[src/rtl/dep_wakeup_age_matrix_pkg.sv]
// Shared scheduler-bank constants and types for the dependency/age matrix.
// Provides bank geometry defaults and the row index type.
package dep_wakeup_age_matrix_pkg;

    localparam int SCHED_NUM_ROWS = 8;
    localparam int SCHED_NUM_COLS = 8;
    localparam int SCHED_NUM_WR   = 2;
    localparam int SCHED_NUM_CLR  = 2;

    typedef logic [$clog2(SCHED_NUM_ROWS)-1:0] sched_row_idx_t;

endpackage

[src/rtl/dep_wakeup_age_matrix_age_select.sv]
// Age matrix and oldest-ready select for one scheduler bank.
// Ports: clk, rst, row_valid, wr_en, wr_row in; ready_vector in; oldest_oh, oldest_idx out.
module dep_wakeup_age_matrix_age_select
    import dep_wakeup_age_matrix_pkg::*;
#(
    parameter int NUM_ROWS = SCHED_NUM_ROWS,
    parameter int NUM_WR   = SCHED_NUM_WR,
    localparam int RIW     = $clog2(NUM_ROWS)
) (
    input  logic                  clk,
    input  logic                  rst,
    input  logic [NUM_ROWS-1:0]   row_valid,
    input  logic [NUM_WR-1:0]     wr_en,
    input  logic [NUM_WR*RIW-1:0] wr_row,
    input  logic [NUM_ROWS-1:0]   ready_vector,
    output logic [NUM_ROWS-1:0]   oldest_oh,
    output logic [RIW-1:0]        oldest_idx
);

    // age_q[i][j] = 1 : row i is older than row j
    logic [NUM_ROWS-1:0][NUM_ROWS-1:0] age_q;
    logic [NUM_ROWS-1:0][NUM_ROWS-1:0] age_d;

    // Each written row becomes younger than everything already live and
    // than rows written by lower-numbered ports this cycle. Relations with
    // dead rows are left stale; they are rewritten when those rows return.
    always_comb begin
        logic [NUM_ROWS-1:0] prior;
        logic [RIW-1:0]      w;
        age_d = age_q;
        prior = row_valid;
        w     = '0;
        for (int p = 0; p < NUM_WR; p++) begin
            if (wr_en[p]) begin
                w = wr_row[p*RIW +: RIW];
                for (int j = 0; j < NUM_ROWS; j++) begin
                    if (prior[j] && (RIW'(j) != w)) begin
                        age_d[j][w] = 1'b1;
                        age_d[w][j] = 1'b0;
                    end
                end
                prior[w] = 1'b1;
            end
        end
    end

    always_comb begin
        oldest_oh = '0;
        for (int r = 0; r < NUM_ROWS; r++) begin
            oldest_oh[r] = ready_vector[r];
            for (int j = 0; j < NUM_ROWS; j++) begin
                if (ready_vector[j] && age_q[j][r]) begin
                    oldest_oh[r] = 1'b0;
                end
            end
        end
    end

    always_comb begin
        oldest_idx = '0;
        for (int r = 0; r < NUM_ROWS; r++) begin
            if (oldest_oh[r]) begin
                oldest_idx = RIW'(r);
            end
        end
    end

    always_ff @(posedge clk) begin
        if (rst) begin
            age_q <= '0;
        end else begin
            age_q <= age_d;
        end
    end

endmodule

[src/rtl/dep_wakeup_age_matrix.sv]
// Dependency wakeup matrix with age-ordered issue select for one scheduler bank.
// Ports: dispatch writes (wr_*), wakeup clears (clr_*), flush, issue handshake, status.
module dep_wakeup_age_matrix
    import dep_wakeup_age_matrix_pkg::*;
#(
    parameter int NUM_ROWS = SCHED_NUM_ROWS,
    parameter int NUM_COLS = SCHED_NUM_COLS,
    parameter int NUM_WR   = SCHED_NUM_WR,
    parameter int NUM_CLR  = SCHED_NUM_CLR,
    localparam int RIW     = $clog2(NUM_ROWS),
    localparam int OCCW    = $clog2(NUM_ROWS + 1)
) (
    input  logic                        clk,
    input  logic                        rst,
    input  logic [NUM_WR-1:0]           wr_en,
    input  logic [NUM_WR*RIW-1:0]       wr_row,
    input  logic [NUM_WR*NUM_COLS-1:0]  wr_deps,
    input  logic [NUM_CLR-1:0]          clr_en,
    input  logic [NUM_CLR*NUM_COLS-1:0] clr_cols,
    input  logic                        flush_en,
    input  logic [NUM_ROWS-1:0]         flush_mask,
    output logic                        issue_valid,
    output logic [RIW-1:0]              issue_row,
    input  logic                        issue_ack,
    output logic [NUM_ROWS-1:0]         ready_vector,
    output logic [NUM_ROWS-1:0]         changed_vector,
    output logic [OCCW-1:0]             occupancy,
    output logic                        full
);

    logic [NUM_ROWS-1:0][NUM_COLS-1:0] dep_q;
    logic [NUM_ROWS-1:0][NUM_COLS-1:0] dep_d;
    logic [NUM_ROWS-1:0][NUM_COLS-1:0] wr_data;
    logic [NUM_ROWS-1:0]               valid_q;
    logic [NUM_ROWS-1:0]               valid_d;
    logic [NUM_ROWS-1:0]               chg_q;
    logic [NUM_ROWS-1:0]               chg_d;
    logic [NUM_ROWS-1:0]               wr_hit;
    logic [NUM_ROWS-1:0]               flush_vec;
    logic [NUM_ROWS-1:0]               free_vec;
    logic [NUM_ROWS-1:0]               oldest_oh;
    logic [NUM_COLS-1:0]               cm;
    logic [OCCW-1:0]                   occ_q;
    logic [OCCW-1:0]                   n_in;
    logic [OCCW-1:0]                   n_out;

    always_comb begin
        cm = '0;
        for (int k = 0; k < NUM_CLR; k++) begin
            if (clr_en[k]) begin
                cm = cm | clr_cols[k*NUM_COLS +: NUM_COLS];
            end
        end
    end

    always_comb begin
        wr_hit  = '0;
        wr_data = '0;
        for (int p = 0; p < NUM_WR; p++) begin
            for (int r = 0; r < NUM_ROWS; r++) begin
                if (wr_en[p] && (wr_row[p*RIW +: RIW] == RIW'(r))) begin
                    wr_hit[r]  = 1'b1;
                    wr_data[r] = wr_deps[p*NUM_COLS +: NUM_COLS];
                end
            end
        end
    end

    always_comb begin
        for (int r = 0; r < NUM_ROWS; r++) begin
            ready_vector[r] = valid_q[r] && (dep_q[r] == '0);
        end
    end

    assign issue_valid = |ready_vector;
    assign free_vec    = (issue_ack && issue_valid) ? oldest_oh : '0;
    assign flush_vec   = flush_en ? flush_mask : '0;

    dep_wakeup_age_matrix_age_select #(
        .NUM_ROWS (NUM_ROWS),
        .NUM_WR   (NUM_WR)
    ) u_age_select (
        .clk          (clk),
        .rst          (rst),
        .row_valid    (valid_q),
        .wr_en        (wr_en),
        .wr_row       (wr_row),
        .ready_vector (ready_vector),
        .oldest_oh    (oldest_oh),
        .oldest_idx   (issue_row)
    );

    // Per-row priority: write > flush > free > clear. Writes apply the
    // same-cycle clear mask so a wakeup racing dispatch is not lost.
    always_comb begin
        for (int r = 0; r < NUM_ROWS; r++) begin
            dep_d[r]   = dep_q[r];
            valid_d[r] = valid_q[r];
            chg_d[r]   = 1'b0;
            if (wr_hit[r]) begin
                dep_d[r]   = wr_data[r] & ~cm;
                valid_d[r] = 1'b1;
            end else if (flush_vec[r] || free_vec[r]) begin
                dep_d[r]   = '0;
                valid_d[r] = 1'b0;
            end else if (valid_q[r]) begin
                dep_d[r] = dep_q[r] & ~cm;
                chg_d[r] = |(dep_q[r] & cm);
            end
        end
    end

    // A freed or flushed live row leaves even when rewritten; the rewrite
    // is counted separately as an arrival.
    always_comb begin
        n_in  = '0;
        n_out = '0;
        for (int r = 0; r < NUM_ROWS; r++) begin
            n_in  = n_in + OCCW'(wr_hit[r]);
            n_out = n_out + OCCW'(valid_q[r] && (flush_vec[r] || free_vec[r]));
        end
    end

    always_ff @(posedge clk) begin
        if (rst) begin
            dep_q   <= '0;
            valid_q <= '0;
            chg_q   <= '0;
            occ_q   <= '0;
        end else begin
            dep_q   <= dep_d;
            valid_q <= valid_d;
            chg_q   <= chg_d;
            occ_q   <= occ_q + n_in - n_out;
        end
    end

    assign changed_vector = chg_q;
    assign occupancy      = occ_q;
    assign full           = (occ_q == OCCW'(NUM_ROWS));

    always @(posedge clk) begin
        if (!rst) begin
            for (int p = 0; p < NUM_WR; p++) begin
                if (wr_en[p]) begin
                    assert (!valid_q[wr_row[p*RIW +: RIW]] ||
                            flush_vec[wr_row[p*RIW +: RIW]] ||
                            free_vec[wr_row[p*RIW +: RIW]])
                    else $error("dispatch write to live row %0d", wr_row[p*RIW +: RIW]);
                end
                for (int q = p + 1; q < NUM_WR; q++) begin
                    assert (!(wr_en[p] && wr_en[q] &&
                              (wr_row[p*RIW +: RIW] == wr_row[q*RIW +: RIW])))
                    else $error("ports %0d and %0d write the same row", p, q);
                end
            end
        end
    end

endmodule

[config.mk]
export PLATFORM = sky130hd
export DESIGN_NAME = dep_wakeup_age_matrix
export DESIGN_NICKNAME = d
export VERILOG_FILES = /design/src/rtl/dep_wakeup_age_matrix_pkg.sv /design/src/rtl/dep_wakeup_age_matrix_age_select.sv /design/src/rtl/dep_wakeup_age_matrix.sv
export SDC_FILE = /design/constraint.sdc
export NUM_CORES = 1
export LEC_CHECK = 0
export ABC_AREA = 1
export BUFFER_PORTS_ARGS = -buffer_cell sky130_fd_sc_hd__buf_2
export CAP_MARGIN = 20
export CORE_MARGIN = 8
export CORE_UTILIZATION = 45
export CTS_CLUSTER_DIAMETER = 30
export CTS_CLUSTER_SIZE = 40
export DETAILED_ROUTE_END_ITERATION = 8
export GPL_TIMING_DRIVEN = 0
export PLACE_DENSITY = 0.7
export SLEW_MARGIN = 25
export SYNTH_ARGS = -nofsm -noshare
export SYNTH_HDL_FRONTEND = slang
export SYNTH_SLANG_ARGS = --single-unit
export TNS_END_PERCENT = 10
[constraint.sdc]
create_clock -name clk -period 9.2 [get_ports clk]
set_input_delay 0.46 -clock clk [delete_from_list [all_inputs] [get_ports clk]]
set_output_delay 0.46 -clock clk [all_outputs]
set_load 0.02 [all_outputs]
==> out/metrics.yaml <==
run_status:
  outcome: "finished, final reports clean"
sta:
  fmax_mhz: 162.1
  maxSlewViolCount: 0
  slew_headroom_pct: 28.37
  fin_crit_sh_pct: 67.04
  min_period_ps: 6167
  hold_viol_final: 0
  finalSetupViolations: 0
  hold_ws_ps: 435.8
  tightest_slew_ps: 1075
  skew_ps: 14.14
  rsz0062_at_grt: "no"
  setup-tns-final_ps: 0
global_routing:
  grt_pass1_wl_um: 68280
  grt_max_degree: 17
  grt_overflow: 0
  antenna_found_initial: 0
  track_usage_pct: 31.67
  grt_pass1_vias: 11339
power_and_ir_drop:
  p_sw_mw: 0.7492
  leakage_nw: 5.132
  internal_power_mw: 1.258
  combPwrFrac_pct: 28.6
  p_total_mw: 2.007
  seqPwrFrac_pct: 35.8
  switching_share_pct: 37.33
  irDropWorstVdd_uv: 169.5
  power-per-cell-area_nw_per_um2: 172.3
  p_clk_share_pct: 35.6
final_layout:
  final_common_cell: "nand2_1"
  fin_nets: 1913
  seq_area_um2: 2963
  multi_input_area_um2: 6177
  layout-drive-gt1-share_pct: 8.028
  antenna_cells: 0
  area_growth_pct: 12.60
  nFillCells: 2379
  finalNonFillerCells: 2141
  mostFrequentLayoutCells: "nand2_1 (435), nor2_1 (363), inv_1 (216)"
place:
  numPlacedInstances: 2109
  io_buffer_count: 74
  place_congestion: 0.9969
  dp_hpwl_um: 33710
worst_setup_path:
  crit_type: "reg2reg"
  worst_ep_arrival_time_ps: 6550
  worstPathCellList: "nand3_1 > nor2_4 > nand2_1 > nor2_1 > nand2_1 > nor2_1 > nand2_1 > buf_4 > nand2_1 > nand2_1 > fa_1 > inv_1 > fa_1 > fa_1 > fa_1 > inv_1 > ha_1 > ha_1 > fa_1 > xor2_1 > o21ai_0 > a21oi_1"
  start_kind: "flip-flop"
  cp_top_family: "adder cells"
  cp_slowest_cell: "dfxtp_1"
  endpoint_kind: "flip-flop"
  max_stage_delay_ps: 630
  worstPathRequired_ps: 9590
  critical_path_buf_inv_count: 3
  cp_max_fo: 10
yosys:
  synth_warnings: 0
  synth.avg_cell_area_um2: 5.913
  ys_ff_latch: 148
  seq_area_frac_synth_pct: 28.63
  synth_nets: 1820
  ys_types: 31
  netlist_area_um2: 10350
  syn_inst: 1750
run:
  maxCapViolCount: 0
clocking:
  ctsHoldBuffers: 0
  cts.sinks: 148
  clk_pin_slew_ps: 70
  numCtsBuffers: 17
  cts_post_setup_buffers_inserted: 0
  clk_latency_ps: 460
  clk_path_buf_depth: 2
  htree_levels: 4
  ctsResizeCount: 0
  cts_tree: "yes"
  cts-root-buf: "clkbuf_16"
floorplan:
  ios: 79
  coreArea_um2: 22640
  num_rows: 55
  die-area_um2: 28100
  start_util_pct: 45.70
  dieHeight_um: 167.6
  die_width_um: 167.6
drt:
  drt_iter0_drc: 2114
  vias: 12804
  ant_nets: 0
  vias_per_cell: 5.980
  drtPass1Iterations: 8
  remaining_drc_errors: 0
  routed_wl_um: 45770
  drt-wirelength-per-cell_um: 21.38
min_path:
  hold_path_class: "reg2reg"
-- layer usage --
metal / up-vias / routed length (µm) / GRT usage [%]
li1: 5857 / - / -
met1: 5822 / 17650 / 41.54
met2: 926 / 18730 / 45.49
met3: 199 / 6914 / 11.29
met4: 0 / 2479 / 14.95
met5: - / 0 / 0
-- logic make-up after synthesis --
kind of cell	Yosys count	synth area share (%)
AOI/OAI and AO/OA	315	18.03
buffers and inverters	315	11.67
DFF	148	28.63
adders and majority gates	16	2.878
and+or+nand+nor	954	38.62
xor gates and xnor gates	2	0.1693
-- synthesized netlist by cell type --
library cell	number	area [µm²]
o22ai_1	49	306.5
o2111ai_1	6	52.55
clkinv_1	4	15.01
buf_4	5	37.54
nor3_1	18	90.09
o211ai_1	60	450.4
nand2_1	435	1633
dfxtp_1	148	2963
nor2_2	9	56.30
xor2_1	1	8.760
fa_1	13	260.3
nand4_1	68	425.4
ha_1	3	37.54
clkbuf_1	64	240.2
xnor2_1	1	8.760
o21ai_0	127	635.6
buf_1	10	37.54
a21oi_1	54	270.3
nand3_4	4	70.07
nand3_2	3	30.03
nor4_1	3	18.77
nand3_1	42	210.2
nor2_4	6	67.56
inv_1	216	810.8
buf_2	5	25.02
a211oi_1	13	97.59
nor2_1	363	1363
and2_1	2	12.51
nor2_8	1	20.02
a221oi_1	6	52.55
inv_2	11	41.29
-- flip-flops by register name, indices dropped and copies added (netlist names) --
signal	count
dep_q	64
occupancy	4
u_age_select.age_q	64
valid_q	8
changed_vector	8
-- metrics by stage --
stage / area [µm²] / setup WS, ps / util, %
3_3_place_gp: 11070 / 3341 / 48.91
3_5_place_dp: 11070 / 3246 / 48.91
4_1_cts: 11650 / 3235 / 51.46
6_report: 11650 / 3033 / 51.46
5_1_grt: 11650 / 2772 / 51.46
2_1_floorplan: 10350 / 4209 / -
-- worst paths after layout --
path                                from  depth (start not counted)                endpoint  slack, ps
setup / recovery              valid_q[4]                         22            occupancy[3]       3030
hold / removal    u_age_select.age_q[54]                          2  u_age_select.age_q[54]        440
setup reg to reg              valid_q[4]                         22            occupancy[3]       3030
hold reg to reg   u_age_select.age_q[54]                          2  u_age_select.age_q[54]        440
-- power groups by stage --
stage | Combinational (mW) | Clock (mW) | Sequential (mW)
final | 0.574 | 0.715 | 0.719
after global routing | 0.632 | 0.738 | 0.724
after CTS | 0.558 | 0.710 | 0.718
after detailed placement | 0.554 | 0 | 0.732
after global placement | 0.545 | 0 | 0.731
after floorplan | 0.372 | 0 | 0.734
-- worst register-to-register path, stage by stage, from the launching register on --
cell     delay, ps
dfxtp_1        630
nand3_1        400
nor2_4         460
nand2_1        110
nor2_1         120
nand2_1         60
nor2_1         170
nand2_1        230
buf_4          240
nand2_1         70
nand2_1         80
fa_1           500
inv_1          220
fa_1           490
fa_1           410
fa_1           520
inv_1           40
ha_1           270
ha_1           200
fa_1           430
xor2_1         200
o21ai_0        100
a21oi_1        160
-- cell type report --
type	instances	area share, %
inverters	231	7.442
flip-flops and latches	148	25.43
clock inverters	12	1.031
multi-input cells	1287	53.02
well taps	285	3.061
clock buffers	20	3.920
repair buffers	74	3.179
plain buffers	84	2.921
No activity file was read; power rests on OpenSTA's default activity.
